===== src/rtl/sr_mem_pkg.sv =====
// ============================================================================
// Module   : sr_mem_pkg
// Brief    : Shared state encoding and default limits for the memory arbiter.
// Revision : 1.0 - initial release
// ============================================================================
`default_nettype none

package sr_mem_pkg;

    localparam int unsigned c_starve_max_default = 4;
    localparam int unsigned c_timeout_default    = 255;

    typedef enum logic [1:0] {
        ST_IDLE   = 2'd0,
        ST_BUSY_I = 2'd1,
        ST_BUSY_D = 2'd2,
        ST_RESP   = 2'd3
    } state_t;

endpackage

`default_nettype wire


===== src/rtl/sr_mem_timer.sv =====
// ============================================================================
// Module   : sr_mem_timer
// Brief    : Wait-cycle counter that flags expiry when the count hits TIMEOUT.
// Revision : 1.0 - initial release
// ============================================================================
`default_nettype none

module sr_mem_timer
    import sr_mem_pkg::*;
#(
    parameter int unsigned TIMEOUT = c_timeout_default
) (
    input  logic clk,
    input  logic rst_n,
    input  logic clear,
    input  logic enable,
    output logic expired
);

    localparam int unsigned          c_cnt_w = (TIMEOUT > 0) ? $clog2(TIMEOUT + 1) : 1;
    localparam logic [c_cnt_w-1:0]   c_limit = c_cnt_w'(TIMEOUT);

    logic [c_cnt_w-1:0] r_count;

    always_ff @(posedge clk) begin
        if (!rst_n) begin
            r_count <= '0;
        end else if (clear) begin
            r_count <= '0;
        end else if (enable && !expired) begin
            r_count <= r_count + c_cnt_w'(1);
        end
    end

    assign expired = (r_count == c_limit);

endmodule

`default_nettype wire


===== src/rtl/sr_mem_arbiter.sv =====
// ============================================================================
// Module   : sr_mem_arbiter
// Brief    : Two-port (fetch/data) arbiter onto a single memory port, one
//            transaction outstanding, D-priority with I starvation guard.
// Revision : 1.0 - initial release
// ============================================================================
`default_nettype none

module sr_mem_arbiter
    import sr_mem_pkg::*;
#(
    parameter int unsigned STARVE_MAX = c_starve_max_default,
    parameter int unsigned TIMEOUT    = c_timeout_default
) (
    input  logic        clk,
    input  logic        rst_n,
    input  logic        i_req,
    input  logic [31:0] i_addr,
    output logic [31:0] i_rdata,
    output logic        i_ack,
    output logic        i_err,
    input  logic        d_req,
    input  logic        d_we,
    input  logic [3:0]  d_be,
    input  logic [31:0] d_addr,
    input  logic [31:0] d_wdata,
    output logic [31:0] d_rdata,
    output logic        d_ack,
    output logic        d_err,
    output logic        m_req,
    output logic        m_we,
    output logic [3:0]  m_be,
    output logic [31:0] m_addr,
    output logic [31:0] m_wdata,
    input  logic [31:0] m_rdata,
    input  logic        m_rdy,
    output logic        busy
);

    localparam int unsigned        c_sv_w         = (STARVE_MAX > 0) ? $clog2(STARVE_MAX + 1) : 1;
    localparam logic [c_sv_w-1:0]  c_starve_limit = c_sv_w'(STARVE_MAX);

    state_t             r_state;
    state_t             w_next;
    logic [c_sv_w-1:0]  r_starve;
    logic               r_owner_i;
    logic               r_resp_err;
    logic               w_grant_i;
    logic               w_grant_d;
    logic               w_done;
    logic               w_timeout;
    logic               w_expired;

    always_comb begin
        w_next    = r_state;
        w_grant_i = 1'b0;
        w_grant_d = 1'b0;
        w_done    = 1'b0;
        w_timeout = 1'b0;
        case (r_state)
            ST_IDLE: begin
                // D wins unless the fetch side has been passed over STARVE_MAX times
                if (d_req && !(i_req && (r_starve == c_starve_limit))) begin
                    w_grant_d = 1'b1;
                    w_next    = ST_BUSY_D;
                end else if (i_req) begin
                    w_grant_i = 1'b1;
                    w_next    = ST_BUSY_I;
                end
            end
            ST_BUSY_I, ST_BUSY_D: begin
                // A response arriving on the expiry cycle takes precedence
                if (m_rdy) begin
                    w_done = 1'b1;
                    w_next = ST_RESP;
                end else if (w_expired) begin
                    w_timeout = 1'b1;
                    w_next    = ST_RESP;
                end
            end
            ST_RESP: w_next = ST_IDLE;
            default: w_next = ST_IDLE;
        endcase
    end

    always_ff @(posedge clk) begin
        if (!rst_n) begin
            r_state    <= ST_IDLE;
            r_starve   <= '0;
            r_owner_i  <= 1'b0;
            r_resp_err <= 1'b0;
            m_we       <= 1'b0;
            m_be       <= '0;
            m_addr     <= '0;
            m_wdata    <= '0;
            i_rdata    <= '0;
            d_rdata    <= '0;
        end else begin
            r_state <= w_next;
            if (w_grant_i) begin
                r_starve  <= '0;
                r_owner_i <= 1'b1;
                m_we      <= 1'b0;
                m_be      <= 4'hF;
                m_addr    <= i_addr;
                m_wdata   <= '0;
            end
            if (w_grant_d) begin
                if (i_req && (r_starve != c_starve_limit)) begin
                    r_starve <= r_starve + c_sv_w'(1);
                end
                r_owner_i <= 1'b0;
                m_we      <= d_we;
                m_be      <= d_be;
                m_addr    <= d_addr;
                m_wdata   <= d_wdata;
            end
            if (w_done || w_timeout) begin
                r_resp_err <= w_timeout;
                if (r_owner_i) begin
                    i_rdata <= w_done ? m_rdata : '0;
                end else begin
                    d_rdata <= w_done ? m_rdata : '0;
                end
            end
        end
    end

    sr_mem_timer #(
        .TIMEOUT (TIMEOUT)
    ) u_timer (
        .clk     (clk),
        .rst_n   (rst_n),
        .clear   (w_grant_i | w_grant_d),
        .enable  (m_req & ~m_rdy),
        .expired (w_expired)
    );

    assign busy  = (r_state != ST_IDLE);
    assign m_req = (r_state == ST_BUSY_I) || (r_state == ST_BUSY_D);
    assign i_ack = (r_state == ST_RESP) &&  r_owner_i && !r_resp_err;
    assign i_err = (r_state == ST_RESP) &&  r_owner_i &&  r_resp_err;
    assign d_ack = (r_state == ST_RESP) && !r_owner_i && !r_resp_err;
    assign d_err = (r_state == ST_RESP) && !r_owner_i &&  r_resp_err;

endmodule

`default_nettype wire


===== config.mk =====
export PLATFORM = sky130hd
export DESIGN_NAME = sr_mem_arbiter
export DESIGN_NICKNAME = d
export VERILOG_FILES = /design/src/rtl/sr_mem_pkg.sv /design/src/rtl/sr_mem_timer.sv /design/src/rtl/sr_mem_arbiter.sv
export SDC_FILE = /design/constraint.sdc
export NUM_CORES = 1
export LEC_CHECK = 0
export ABC_AREA = 1
export CAP_MARGIN = 20
export CORE_AREA = 2 2 106 108
export CTS_CLUSTER_SIZE = 24
export DETAILED_ROUTE_END_ITERATION = 7
export DIE_AREA = 0 0 108 110
export DONT_BUFFER_PORTS = 1
export PLACE_DENSITY = 0.68
export SYNTH_ARGS = -nofsm -noshare
export SYNTH_HDL_FRONTEND = slang
export SYNTH_SLANG_ARGS = --single-unit

===== constraint.sdc =====
create_clock -name clk -period 1.9 [get_ports clk]
set_input_delay 0.285 -clock clk [delete_from_list [all_inputs] [get_ports clk]]
set_output_delay 0.285 -clock clk [all_outputs]
set_load 0.01 [all_outputs]

==> impl_metrics.py <==
metrics = {
    "timing": {
        "timing.final.crit_period_ns": 1.78,
        "layout_skew_ns": 0.0121,
        "finalCritPeriodShare_pct": 93.8,
        "grt_setup_unrepaired": "no",
        "max_clock_freq_mhz": 561,
        "worst_pin_slew_ns": 0.472,
        "finalSetupViolCount": 0,
        "timing.final.hold_violations": 0,
        "finalSetupTns_ns": 0,
        "max_slew_violation_total_from_the_final_report": 0,
        "fin_ws_ns": 0.117,
        "maxSlewHeadroom_pct": 68.3,
    },
    "worst_setup_path": {
        "path_cells": "inv_1 -> ha_1 -> nand3_1 -> nand2_2 -> nor2_4 -> buf_12 -> nand2_1 -> o211ai_1 -> nand2_1",
        "crit_type": "register to register",
        "reg2reg_setup_slack_ns": 0.12,
        "critPathMostFrequentCell": "nand2_1",
        "timing.critical_path.from": "r_starve[0]",
        "slowest_delay_ns": 0.37,
        "r2r_end": "m_addr[28]",
        "ff2ff_path_depth": 9,
        "cell_class_contributing_the_biggest_share_of_worst_path_delay": "simple AND/OR/NAND/NOR gates",
        "cp-start-kind": "register",
        "reg_to_reg_startpoint": "r_starve[0]",
        "cp_max_fo": 32,
        "cpMaxStageDelayCell": "dfxtp_1",
        "worstPathRequired_ns": 2.31,
        "timing.critical_path.buf_inv": 2,
        "worst_ep_arrival_time_ns": 2.19,
        "worst_setup_path_end_kind": "register",
    },
    "run_status": {
        "result_of_the_run": "finished clean",
    },
    "synth": {
        "synthDistinctLibCells": 26,
        "synth_area_mm2": 0.00601,
        "synth-seq-cells": 148,
        "syn_nets": 989,
        "synthesis.instances": 845,
        "yosysWarningCount": 0,
        "post-synth-top-area-cell": "dfxtp_1",
        "postSynth.asyncResetShare_pct": 0,
        "netlist.area_leader.share_pct": 49.3,
        "sequential_to_total_area_share_from_yosys_stat_pct": 49.3,
        "dominantRegCellSynth": "dfxtp_1",
        "yosys-top-cells-area": "dfxtp_1 49%, nand2_1 21%, a21oi_1 6.3%",
        "synth_enable_flop_cells": 0,
        "synth_area_per_cell_um2": 7.11,
    },
    "hold_path": {
        "timing.hold.worst_endpoint": "r_starve[1]",
        "hold_path.class": "input port to register",
        "timing.hold.worst.start": "i_req",
        "hold_path_depth": 4,
    },
    "global_routing": {
        "grt_antenna_before_repair": 0,
        "grt_max_degree": 64,
        "global_router_s_overall_resource_usage_pct": 29.4,
        "vias_in_the_first_global_route": 5693,
        "aggregate_global_routing_overflow": 0,
        "wire_length_of_the_first_global_routing_pass_um": 27200,
    },
    "floorplan": {
        "rows": 38,
        "design.core.area_mm2": 0.0107,
        "dieArea_mm2": 0.0119,
        "die_extent_in_y_um": 110,
        "die_width_um": 108,
        "num_io_pins": 277,
        "start_util_pct": 56.2,
    },
    "pwr": {
        "sw_frac_of_total_pct": 36.7,
        "share_seq_of_total_power_pct": 42.2,
        "cellInternalPower_w": 0.00668,
        "switching_power_w": 0.00388,
        "power.clock.fraction_pct": 30.6,
        "leakage_nw": 3.59,
        "peak_supply_drop_v": 0.000763,
        "power.share.combinational_pct": 27.2,
        "powerDensity_mw_per_mm2": 1300,
    },
    "route": {
        "num_vias": 6010,
        "initialDrtViolationCount": 377,
        "route.detailed.drc": 0,
        "drt_wl_total_um": 18700,
        "ant_nets": 0,
        "detailedRoute.firstPassIterationCount": 5,
        "avgViaCountPerCell": 5.35,
        "route.detailed.wl_per_inst_um": 16.6,
    },
    "clock_network": {
        "cts-root-buf": "clkbuf_8",
        "clock_path_buffers": 2,
        "clock_tree.htree_level_count": 4,
        "worst_setup_hold_path_clk_slew_ns": 0.06,
        "numClockSinks": 148,
        "clk-insertion-delay-late_ns": 0.53,
        "cts_tree": "done",
        "cts_inserted_buffers": 17,
    },
    "final_layout": {
        "stdcell_count": 1124,
        "synthToLayoutAreaGrowth_pct": 35.5,
        "final_core_utilization_pct": 76.1,
        "diodes": 0,
        "multi_input_area_mm2": 0.00249,
        "area.sequential_mm2": 0.00296,
        "drive_gt1_share_pct": 6.61,
        "final_nets": 1115,
        "fillers": 736,
    },
    "placed_design": {
        "placed_cells_incl_taps": 955,
        "pre_cts_slack_ns": 0.143,
        "place.port_buffers": 0,
        "detailed_place_hpwl_um": 10700,
        "finalWeightedCongestion": 0.836,
    },
    "flow_run": {
        "max-cap-violations": 0,
    },
}
Yosys cell counts, drive strengths merged, types with 6 or more instances:
library cell  count
ha                6
nand2           332
dfxtp           148
nor3              6
nand3            38
a21oi            76
nor2             53
o211ai           32
buf              28
o21ai             9
clkbuf           20
inv              88
placed cells by master (no fill, tap or decap), types with 6 or more instances in the layout:
cell type,synthesis,layout
nor2_1,51,51
buf_12,0,8
buf_4,3,13
nand3_1,38,38
o21ai_0,8,8
inv_1,85,85
nor3_1,6,6
a21oi_1,76,76
dlygate4sd3_1,0,132
dfxtp_1,148,148
clkinvlp_4,0,6
nand2_1,330,329
clkbuf_16,0,17
o211ai_1,32,32
power groups by stage:
stage | Sequential (W) | Combinational (W) | Clock, W
2_1_floorplan | 0.00432 | 0.00188 | 0
3_3_place_gp | 0.00449 | 0.00233 | 0
3_5_place_dp | 0.00449 | 0.00243 | 0
4_1_cts | 0.00443 | 0.00267 | 0.00324
5_1_grt | 0.00451 | 0.00317 | 0.00340
6_report | 0.00446 | 0.00287 | 0.00323
cell families after synthesis:
family,count (synthesis),synth area share [%]
adder cells (fa/ha/maj),6,1.25
AND/OR/NAND/NOR,432,28.3
flip-flops,148,49.3
AO/OA/AOI/OAI,121,11.6
XOR/XNOR,1,0.146
buffers and inverters,137,9.39
how the worst max path moves through the flow:
stage                                     to  slack [ns]  cells past startpoint
after floorplan                  i_rdata[10]        0.33                     10
after global placement    u_timer.r_count[6]        0.23                     10
after detailed placement  u_timer.r_count[6]        0.14                     10
after CTS                              i_ack        0.03                      3
after global routing              m_addr[28]        0.02                      9
final                             m_addr[28]        0.12                      9
per-stage QoR:
step / instance area, um^2 / hold slack [ns] / power (W)
4_1_cts: 8080 / 0.0000100 / 0.0103
2_1_floorplan: 6010 / 0.416 / 0.00620
3_3_place_gp: 6180 / 0.419 / 0.00682
3_5_place_dp: 6180 / 0.423 / 0.00692
5_1_grt: 8140 / 0.0367 / 0.0111
6_report: 8140 / 0.0261 / 0.0106
layout make-up:
cell class | instances | share of cell area (%)
Clock inverter | 12 | 1.60
Tap cell | 140 | 2.15
Sequential cell | 148 | 36.4
Clock buffer | 20 | 5.35
Inverter | 89 | 4.15
Timing Repair Buffer | 155 | 19.8
Multi-Input combinational cell | 560 | 30.5
layer usage:
metal	up-vias	share of wire, %	track usage [%]
met4	0	3.9	16.2
met3	65	9.6	9.64
met5	-	0	0
met2	338	50	51.6
met1	2713	36	31.2
li1	2894	-	-
worst min-delay path, delay by kind of cell:
kind,cells,cell delay [ns]
buffers and inverters,1,0.03
and+or+nand+nor,2,0.12
AOI/OAI and AO/OA,1,0.05
registers in the layout (all words and copies together), names as in the netlist:
signal / flops
m_addr: 32
m_we: 1
r_state: 2
d_rdata: 32
m_be: 4
m_wdata: 32
u_timer.r_count: 8
i_rdata: 32
r_resp_err: 1
r_starve: 3
r_owner_i: 1
what timing repair did:
| action | in CTS | in global routing |
|---|---|---|
| setup endpoints to repair | 0 | 7 |
| resized for setup | 0 | 4 |
| hold endpoints to repair | 141 | 0 |
| hold buffers | 133 | 0 |
| setup buffers | 0 | 3 |
Power figures use the tool's default switching activity.
